--- src/rtl/uart_fifo_lvl.sv ---
// uart_fifo_lvl: parametrised UART FIFO with occupancy count, level threshold, flush and optional sticky errors (UART_FIFO_ERR_FLAGS_EN)
module uart_fifo_lvl #(
  parameter int DWIDTH = 8,
  parameter int AWIDTH = 4
) (
  input  logic              clk,
  input  logic              rstn,
  input  logic              flush,
  input  logic              wr,
  input  logic [DWIDTH-1:0] w_data,
  input  logic              rd,
  output logic [DWIDTH-1:0] r_data,
  output logic              empty,
  output logic              full,
  output logic [AWIDTH:0]   count,
  input  logic [AWIDTH:0]   thr,
  output logic              thr_hit,
  input  logic              err_clr,
  output logic              ovf,
  output logic              unf
);
  localparam logic [AWIDTH:0] FULL_CNT = {1'b1, {AWIDTH{1'b0}}};
  logic [DWIDTH-1:0] mem [2**AWIDTH];
  logic [AWIDTH-1:0] wptr, rptr;
  logic              we, re;
  assign empty   = count == '0;
  assign full    = count == FULL_CNT;
  assign we      = wr & (~full | rd);
  assign re      = rd & ~empty;
  assign r_data  = mem[rptr];
  assign thr_hit = (thr != '0) && (count >= thr);
  // pointers and occupancy; flush overrides any strobe in the same cycle
  always_ff @(posedge clk or negedge rstn) begin
    if (!rstn) begin
      wptr  <= '0;
      rptr  <= '0;
      count <= '0;
    end else if (flush) begin
      wptr  <= '0;
      rptr  <= '0;
      count <= '0;
    end else begin
      wptr  <= wptr + AWIDTH'(we);
      rptr  <= rptr + AWIDTH'(re);
      count <= count + (AWIDTH+1)'(we) - (AWIDTH+1)'(re);
    end
  end
  // storage has no reset; a flush-cycle write is discarded
  always_ff @(posedge clk) begin
    if (we && !flush) mem[wptr] <= w_data;
  end
`ifdef UART_FIFO_ERR_FLAGS_EN
  logic ovf_q, unf_q;
  // sticky error flags; a new event beats err_clr in the same cycle
  always_ff @(posedge clk or negedge rstn) begin
    if (!rstn) begin
      ovf_q <= 1'b0;
      unf_q <= 1'b0;
    end else begin
      ovf_q <= (~flush & wr & full & ~rd) | (ovf_q & ~err_clr);
      unf_q <= (~flush & rd & empty) | (unf_q & ~err_clr);
    end
  end
  assign ovf = ovf_q;
  assign unf = unf_q;
`else
  logic unused_err_clr;
  assign unused_err_clr = err_clr;
  assign ovf = 1'b0;
  assign unf = 1'b0;
`endif
endmodule
--- config.mk ---
export PLATFORM = sky130hd
export DESIGN_NAME = uart_fifo_lvl
export DESIGN_NICKNAME = d
export VERILOG_FILES = /design/src/rtl/uart_fifo_lvl.sv
export SDC_FILE = /design/constraint.sdc
export NUM_CORES = 1
export LEC_CHECK = 0
export CAP_MARGIN = 5
export CORE_MARGIN = 2
export CORE_UTILIZATION = 40
export CTS_CLUSTER_SIZE = 12
export DETAILED_ROUTE_END_ITERATION = 10
export GPL_ROUTABILITY_DRIVEN = 0
export PLACE_DENSITY_LB_ADDON = 0.12
export SLEW_MARGIN = 20
export SYNTH_ARGS = -nofsm -noshare
export SYNTH_HDL_FRONTEND = slang
export SYNTH_SLANG_ARGS = --single-unit
--- constraint.sdc ---
create_clock -name clk -period 6.8 [get_ports clk]
set_input_delay 1.36 -clock clk [delete_from_list [all_inputs] [get_ports clk]]
set_output_delay 1.36 -clock clk [all_outputs]
set_load 0.01 [all_outputs]
==> results of run 1 <==
[how the worst max path moves through the flow]
stage | start | endpoint | slack, ns | cells after the start
after floorplan | thr[0] | thr_hit | 3.23 | 5
after global placement | thr[0] | thr_hit | 2.29 | 7
after detailed placement | thr[0] | thr_hit | 2.29 | 7
after CTS | thr[0] | thr_hit | 2.29 | 7
after global routing | thr[0] | thr_hit | 2.21 | 7
final | thr[0] | thr_hit | 2.31 | 7
[synth_stat cells, types with 2 or more instances]
| cell type | n |
|---|---|
| xnor2_1 | 3 |
| a22oi_1 | 16 |
| buf_2 | 3 |
| a21oi_1 | 3 |
| nand2_1 | 10 |
| edfxtp_1 | 128 |
| clkbuf_1 | 2 |
| dfrtp_1 | 13 |
| xor2_1 | 3 |
| mux4_2 | 18 |
| nor3b_1 | 2 |
| buf_6 | 4 |
| nand2b_1 | 3 |
| mux4_1 | 14 |
| ha_1 | 15 |
| buf_4 | 4 |
| clkdlybuf4s25_2 | 3 |
| nand3_1 | 4 |
| nor2b_1 | 9 |
| nor2_1 | 21 |
| nor3_1 | 5 |
| inv_1 | 14 |
[per-layer routing]
metal | vias up | part of all wire | track usage
met2 | 55 | 0.49 | 0.252
met4 | 0 | 0.022 | 0.0745
met3 | 20 | 0.035 | 0.0428
met1 | 1525 | 0.46 | 0.217
li1 | 1321 | - | -
met5 | - | 0 | 0
[state kept, by name, indices dropped and copies added, names as in the netlist]
name	count
mem	128
count	5
rptr	4
wptr	4
[worst max-delay path, cell delays in order]
cell             delay, ns
clkdlybuf4s50_1       0.47
ha_1                  0.22
nand2b_1              0.15
a211o_1               0.29
o211ai_1              0.08
a21oi_1               0.09
clkdlybuf4s50_1       0.48
[power by group through the flow]
stage | Clock (µW) | Sequential, µW | Combinational (µW)
finish | 818 | 1010 | 510
global route | 871 | 1010 | 566
CTS | 834 | 1010 | 522
detailed placement | 0 | 1030 | 520
global placement | 0 | 1030 | 513
floorplan | 0 | 1020 | 359
[per-stage QoR]
stage                util  cells  hold WS (ns)
global route        0.476    549         0.691
floorplan               -    313         0.553
CTS                 0.476    549         0.629
finish              0.476    549         0.633
global placement    0.440    518         0.588
detailed placement  0.440    518         0.613
[cells in the final DEF, fill, tap and decap left out, types with 2 or more instances in the layout]
cell type,count
edfxtp_1,128
clkdlybuf4s50_1,33
nor2_1,21
mux4_2,18
clkbuf_16,17
a22oi_1,16
ha_1,15
inv_1,14
mux4_1,14
dfrtp_1,12
nand2_1,10
nor2b_1,9
clkinv_2,5
nand3_1,4
clkinv_1,4
buf_4,4
xnor2_1,3
a21oi_1,3
nor3_1,3
nand2b_1,3
xor2_1,3
clkbuf_1,3
nor3b_1,2
nor3_2,2
conb_1,2
[cell families (layout without fill, tap and decap cells)]
group                      count (synthesis)  count (layout)
AOI/OAI and AO/OA                         25              25
xor gates and xnor gates                   6               6
adders and majority gates                 16              16
buffers and inverters                     30              82
DFF                                      141             141
muxes                                     32              32
other                                      1               2
and+or+nand+nor                           61              61
[layout make-up]
| type | instances | area (µm²) | share of cell area |
|---|---|---|---|
| clock buffers | 20 | 437 | 0.0636 |
| inverters | 14 | 52.6 | 0.00765 |
| repair buffers | 37 | 360 | 0.0525 |
| clock inverters | 11 | 77.6 | 0.0113 |
| flip-flops and latches | 141 | 4170 | 0.607 |
| well taps | 184 | 230 | 0.0335 |
| multi-input cells | 142 | 1540 | 0.224 |
==> metrics.md, run 1 <==
| Metric | Value |
|---|---|
| CTS sink cnt | 141 |
| Combinational share of power | 0.218 |
| DIE WIDTH | 125 µm |
| Top cell type's share of synthesized area | 0.654 |
| CP arrival | ~3.1 ns |
| Final Max Slew Viols | 0 |
| Largest area contributor in the netlist | edfxtp_1 |
| Routed vias/inst | 5.32 |
| RSZ-0062 raised after global routing | false |
| Hold-critical path endpoint | wptr[2]$_DFF_PN0_ |
| Dpl ws | 2.29 ns |
| Total number of vias | around 3000 |
| Min-delay src | wptr[2]$_DFF_PN0_ |
| Total setup buffers inserted after CTS | 0 |
| Tcrit/Tclk final | 0.661 |
| DRC Markers | 0 |
| Rows | 44 |
| Post-Syn Area | 5880 µm² |
| Post-synthesis compound-gate area fraction | 0.0307 |
| Sequential area share after synthesis | 0.710 |
| Sequential fraction of design power | 0.432 |
| Syn Inst Count | 312 |
| Status | complete, no violations |
| Nets | slightly below 400 |
| Syn avg cell area | 18.8 µm² |
| Syn-to-layout area delta | 16.9% |
| Iter 0 DRT Violations | 254 |
| R2R setup slack | about 4 ns |
| Drt wl/cell | 21.3 µm |
| Crit path max fanout | 2 |
| First-pass GRT wire length | 18400 µm |
| WHS Path Cells | 2 |
| Post-CTS Hold Buffers | 0 |
| Die area | ~16000 µm² |
| Final Cell Area | 6870 µm² |
| Adder-cell share of the synthesized area | 0.0353 |
| Synth cell types | 37 |
| Post-synthesis mux area share | 0.132 |
| Initial core utilization | 0.407 |
| Critical Path RT | roughly 5.4 ns |
| HP Class | flop to flop |
| Switching Fraction | 0.255 |
| Vias in the first global route | 3167 |
| IO buf count | 33 |
| Largest net degree at the start of global routing | 35 |
| Post-synthesis simple-gate area fraction | 0.0526 |
| Clock power share | 0.350 |
| Layout cells sized above 1 | 0.134 |
| Post-synthesis xor/xnor area fraction | 0.00894 |
| TritonCTS Buffers | 17 |
| Flops & latches, synth | roughly 140 |
| Pwr Total | 2340 µW |
| NetSw | 595 µW |
| Hold Fails Final Rpt | 0 |
| DP Area | 6350 µm² |
| Antenna Nets Post-Route | 0 |
| Primary FF master, synth | edfxtp_1 |
| Highest clock rate | about 220 MHz |
| Overflow after GRT | 0 |
| Final Critical Period | 4.49 ns |
| Slew headroom | 0.302 |
| Main combinational cell family by area after synthesis | multiplexers |
| Max-cap check violation count | 0 |
| Internal power | 1740 µW |
| Cts repair resizes | 0 |
| Clock slew at reported path FFs | 0.06 ns |
| Asr flop ratio synth | 0.0922 |
| Clk buf depth | 2 |
| Pwr/cell area | 340 nW/µm² |
| Ant diodes | 0 |
| Cells taking the most area after synthesis | edfxtp_1 65%, mux4_2 6.9%, mux4_1 6.3% |
| Pleak | ~0.0023 µW |
| Total negative slack | 0 ns |
| Dpl hpwl | 7170 µm |
| Post-synth EDFFs | around 130 |
| Crit. End Element | output pin |
| Slew @ Worst Pin | 1.04 ns |
| RR Startpoint | count[2]$_DFF_PN0_ |
| Clk Latency, worst-skew pair | roughly 0.42 ns |
| Die height | 125 µm |
| Crit start category | input pin |
| Clk_skew | 0.00681 ns |
| Core ar. | 14400 µm² |
| Clock root cell | clkbuf_16 |
| Critical R2R Capture | count[4]$_DFF_PN0_ |
| Setup violators final | 0 |
| Total wire length | 11700 µm |
| Layout fillers | 1214 |
| Initial antenna violation count | 0 |
| DRT Pass-1 Iters | 6 |
| Setup ws final | 2.31 ns |
| Critical setup path kind | input pin to output pin |
| Top-level I/O count | 37 |
| Peak supply drop | 0.170 mV |
| H-tree levels | 4 |
| GRT Total Usage | 0.163 |
| Synth warn | 0 |
| Worst-case reg-to-reg path depth | 13 |
| CTS tree | done |
(Power assumes the default switching activity.)
==> inputs of run 2 (changes only) <==
Clock period 6.8 ns to 3.8 ns, I/O delays scaled along.
==> run 2 against run 1 <==
Compared with the run above: cell area grew 2.5%; sequential power is 80% higher; critical path depth down 2; hold slack lost 0.0074 ns; critical endpoint is now r_data[7]; largest cell class unchanged; die area unchanged; count of clock-buffer cells in the layout fell by 3; cell count grew 2.7%; clock skew fell by 0.00088 ns.
==> metrics.md, run 2 (synthesis results as in run 1) <==
| Metric | Value |
|---|---|
| Status | complete, no violations |
| GRT Total Usage | 0.160 |
| Cts repair resizes | 0 |
| Pwr Total | 4320 µW |
| DR WL met2 | between 5000 and 6000 µm |
| H-tree levels | 4 |
| Final Critical Period | between 3 and 4 ns |
| Most frequent cells in the layout | 128 x edfxtp_1, 33 x clkdlybuf4s50_1, 21 x nor2_1, 18 x mux4_2, 18 x buf_4 |
| Routed vias/inst | just over 5 |
| Crit start category | flop |
| Rows | 44 |
| Initial antenna violation count | 0 |
| CTS tree | done |
| Post-CTS Hold Buffers | 0 |
| Clock power share | 0.366 |
| Clk buf depth | 2 |
| HP Class | flop to flop |
| Ant diodes | 0 |
| Overflow after GRT | 0 |
| TritonCTS Buffers | 17 |
| Internal power | 3220 µW |
| Iter 0 DRT Violations | 297 |
| Top reg by flops | mem |
| RSZ-0062 raised after global routing | false |
| Critical setup path kind | flop to output pin |
| Die height | 125 µm |
| Die area | 15700 µm² |
| Crit path max fanout | 13 |
| Nets | 403 |
| IO buf count | 33 |
| Slew headroom | 0.447 |
| Commonest non-fill, non-tap cell in the layout | edfxtp_1 |
| Core ar. | 14400 µm² |
| Antenna Nets Post-Route | 0 |
| DRT Pass-1 Iters | 4 |
| Total setup buffers inserted after CTS | 0 |
| Drt wl/cell | ~21 µm |
| M1 wire length | 5170 µm |
| Dpl hpwl | 7300 µm |
| Largest net degree at the start of global routing | 35 |
| Highest clock rate | 285 MHz |
| Sequential fraction of design power | 0.422 |
| Initial core utilization | 0.407 |
| Clk_skew | 0.00593 ns |
| Clock root cell | clkbuf_16 |
| Switching Fraction | 0.255 |
| Pleak | between 0.002 and 0.0025 µW |
| Tcrit/Tclk final | 0.923 |
| Layout cells sized above 1 | 0.179 |
| Top Registers | mem (128), count (5) |
| CP arrival | around 2.8 ns |
| CTS sink cnt | 141 |
| Combinational share of power | 0.212 |
| Syn-to-layout area delta | 19.8% |
| Vias in the first global route | between 3000 and 4000 |
| Total wire length | 11600 µm |
| Max Used Layer | met4 |
| Pwr/cell area | between 600 and 700 nW/µm² |
| Crit. End Element | output pin |
| Max reg flops | 128 |
| Clk Latency, worst-skew pair | 0.42 ns |
| Peak supply drop | about 0.44 mV |
| Total negative slack | 0 ns |
| Final Max Slew Viols | 0 |
| DIE WIDTH | about 130 µm |
| Clock slew at reported path FFs | 0.06 ns |
| Slew @ Worst Pin | 0.826 ns |
| Hold Fails Final Rpt | 0 |
| Max-cap check violation count | 0 |
| Critical Path RT | ~3.0 ns |
| DRC Markers | 0 |
| Routed length on met3 | between 500 and 600 µm |
| Top-level I/O count | 37 |
| NetSw | approximately 1100 µW |
| Setup violators final | 0 |
| Total number of vias | 2926 |
| First-pass GRT wire length | 18200 µm |
-- run 2: changes by cell type in the layout (fill, tap and decap cells not counted), moves of 2 or more --
cell / before / now
buf_4: 4 / 18
clkbuf_1: 3 / 0
clkinv_1: 4 / 1
clkinv_4: 0 / 3
clkinv_2: 5 / 3
clkinvlp_4: 1 / 3
inv_6: 0 / 2
nor3_1: 3 / 5
nor3_2: 2 / 0
-- run 2: power by group through the flow --
stage / combinational, µW / sequential [µW] / clock, µW
floorplan: 642 / 1820 / 0
global placement: 919 / 1860 / 0
detailed placement: 929 / 1860 / 0
CTS: 935 / 1830 / 1610
global route: 1010 / 1840 / 1690
finish: 915 / 1820 / 1580
-- run 2: worst max-delay path, stage by stage, from the launching register on --
cell and delay [ns]:
dfrtp_2 0.65, buf_4 0.31, mux4_1 0.57, a22oi_1 0.24, nand2_1 0.08, clkdlybuf4s50_1 0.48
-- run 2: layout make-up --
type | count | area [µm²]
clock inverters | 14 | 145
well taps | 184 | 230
multi-input cells | 142 | 1530
clock buffers | 17 | 425
repair buffers | 52 | 485
inverters | 14 | 52.6
fillers | 1226 | 7380
flip-flops and latches | 141 | 4170
-- run 2: routing by layer --
layer  global-route usage  up-vias
met4               0.0490        0
met1                0.219     1498
met2                0.248       62
met3               0.0501        9
li1                     -     1357
met5                    0        -
-- run 2: final timing paths --
kind                                     from                 end  slack, ns  cells after the start
max                         rptr[0]$_DFF_PN0_           r_data[7]       0.29                      5
min                         wptr[2]$_DFF_PN0_   wptr[2]$_DFF_PN0_       0.63                      2
max reg2reg                count[2]$_DFF_PN0_  count[4]$_DFF_PN0_       0.98                     13
min reg2reg                 wptr[2]$_DFF_PN0_   wptr[2]$_DFF_PN0_       0.63                      2
max in group asynchronous                rstn   rptr[0]$_DFF_PN0_       2.66                      1
min in group asynchronous                rstn   wptr[2]$_DFF_PN0_       0.72                      1
-- run 2: per-stage QoR --
step / area, µm² / std cells / util / setup WS [ns] / hold WS (ns)
final: 7040 / 564 / 0.488 / 0.293 / 0.626
after floorplan: 5880 / 313 / - / 1.04 / 0.464
after global placement: 6470 / 533 / 0.448 / 0.496 / 0.590
after CTS: 7040 / 564 / 0.488 / 0.232 / 0.630
after detailed placement: 6470 / 533 / 0.448 / 0.474 / 0.614
after global routing: 7040 / 564 / 0.488 / 0.0764 / 0.683
==> inputs of run 3 (changes only) <==
Settings changed: SKIP_CTS_REPAIR_TIMING set to 1.
==> results of run 3 <==
Same layout as run 2: the final DEF is identical, and so are final timing and power.
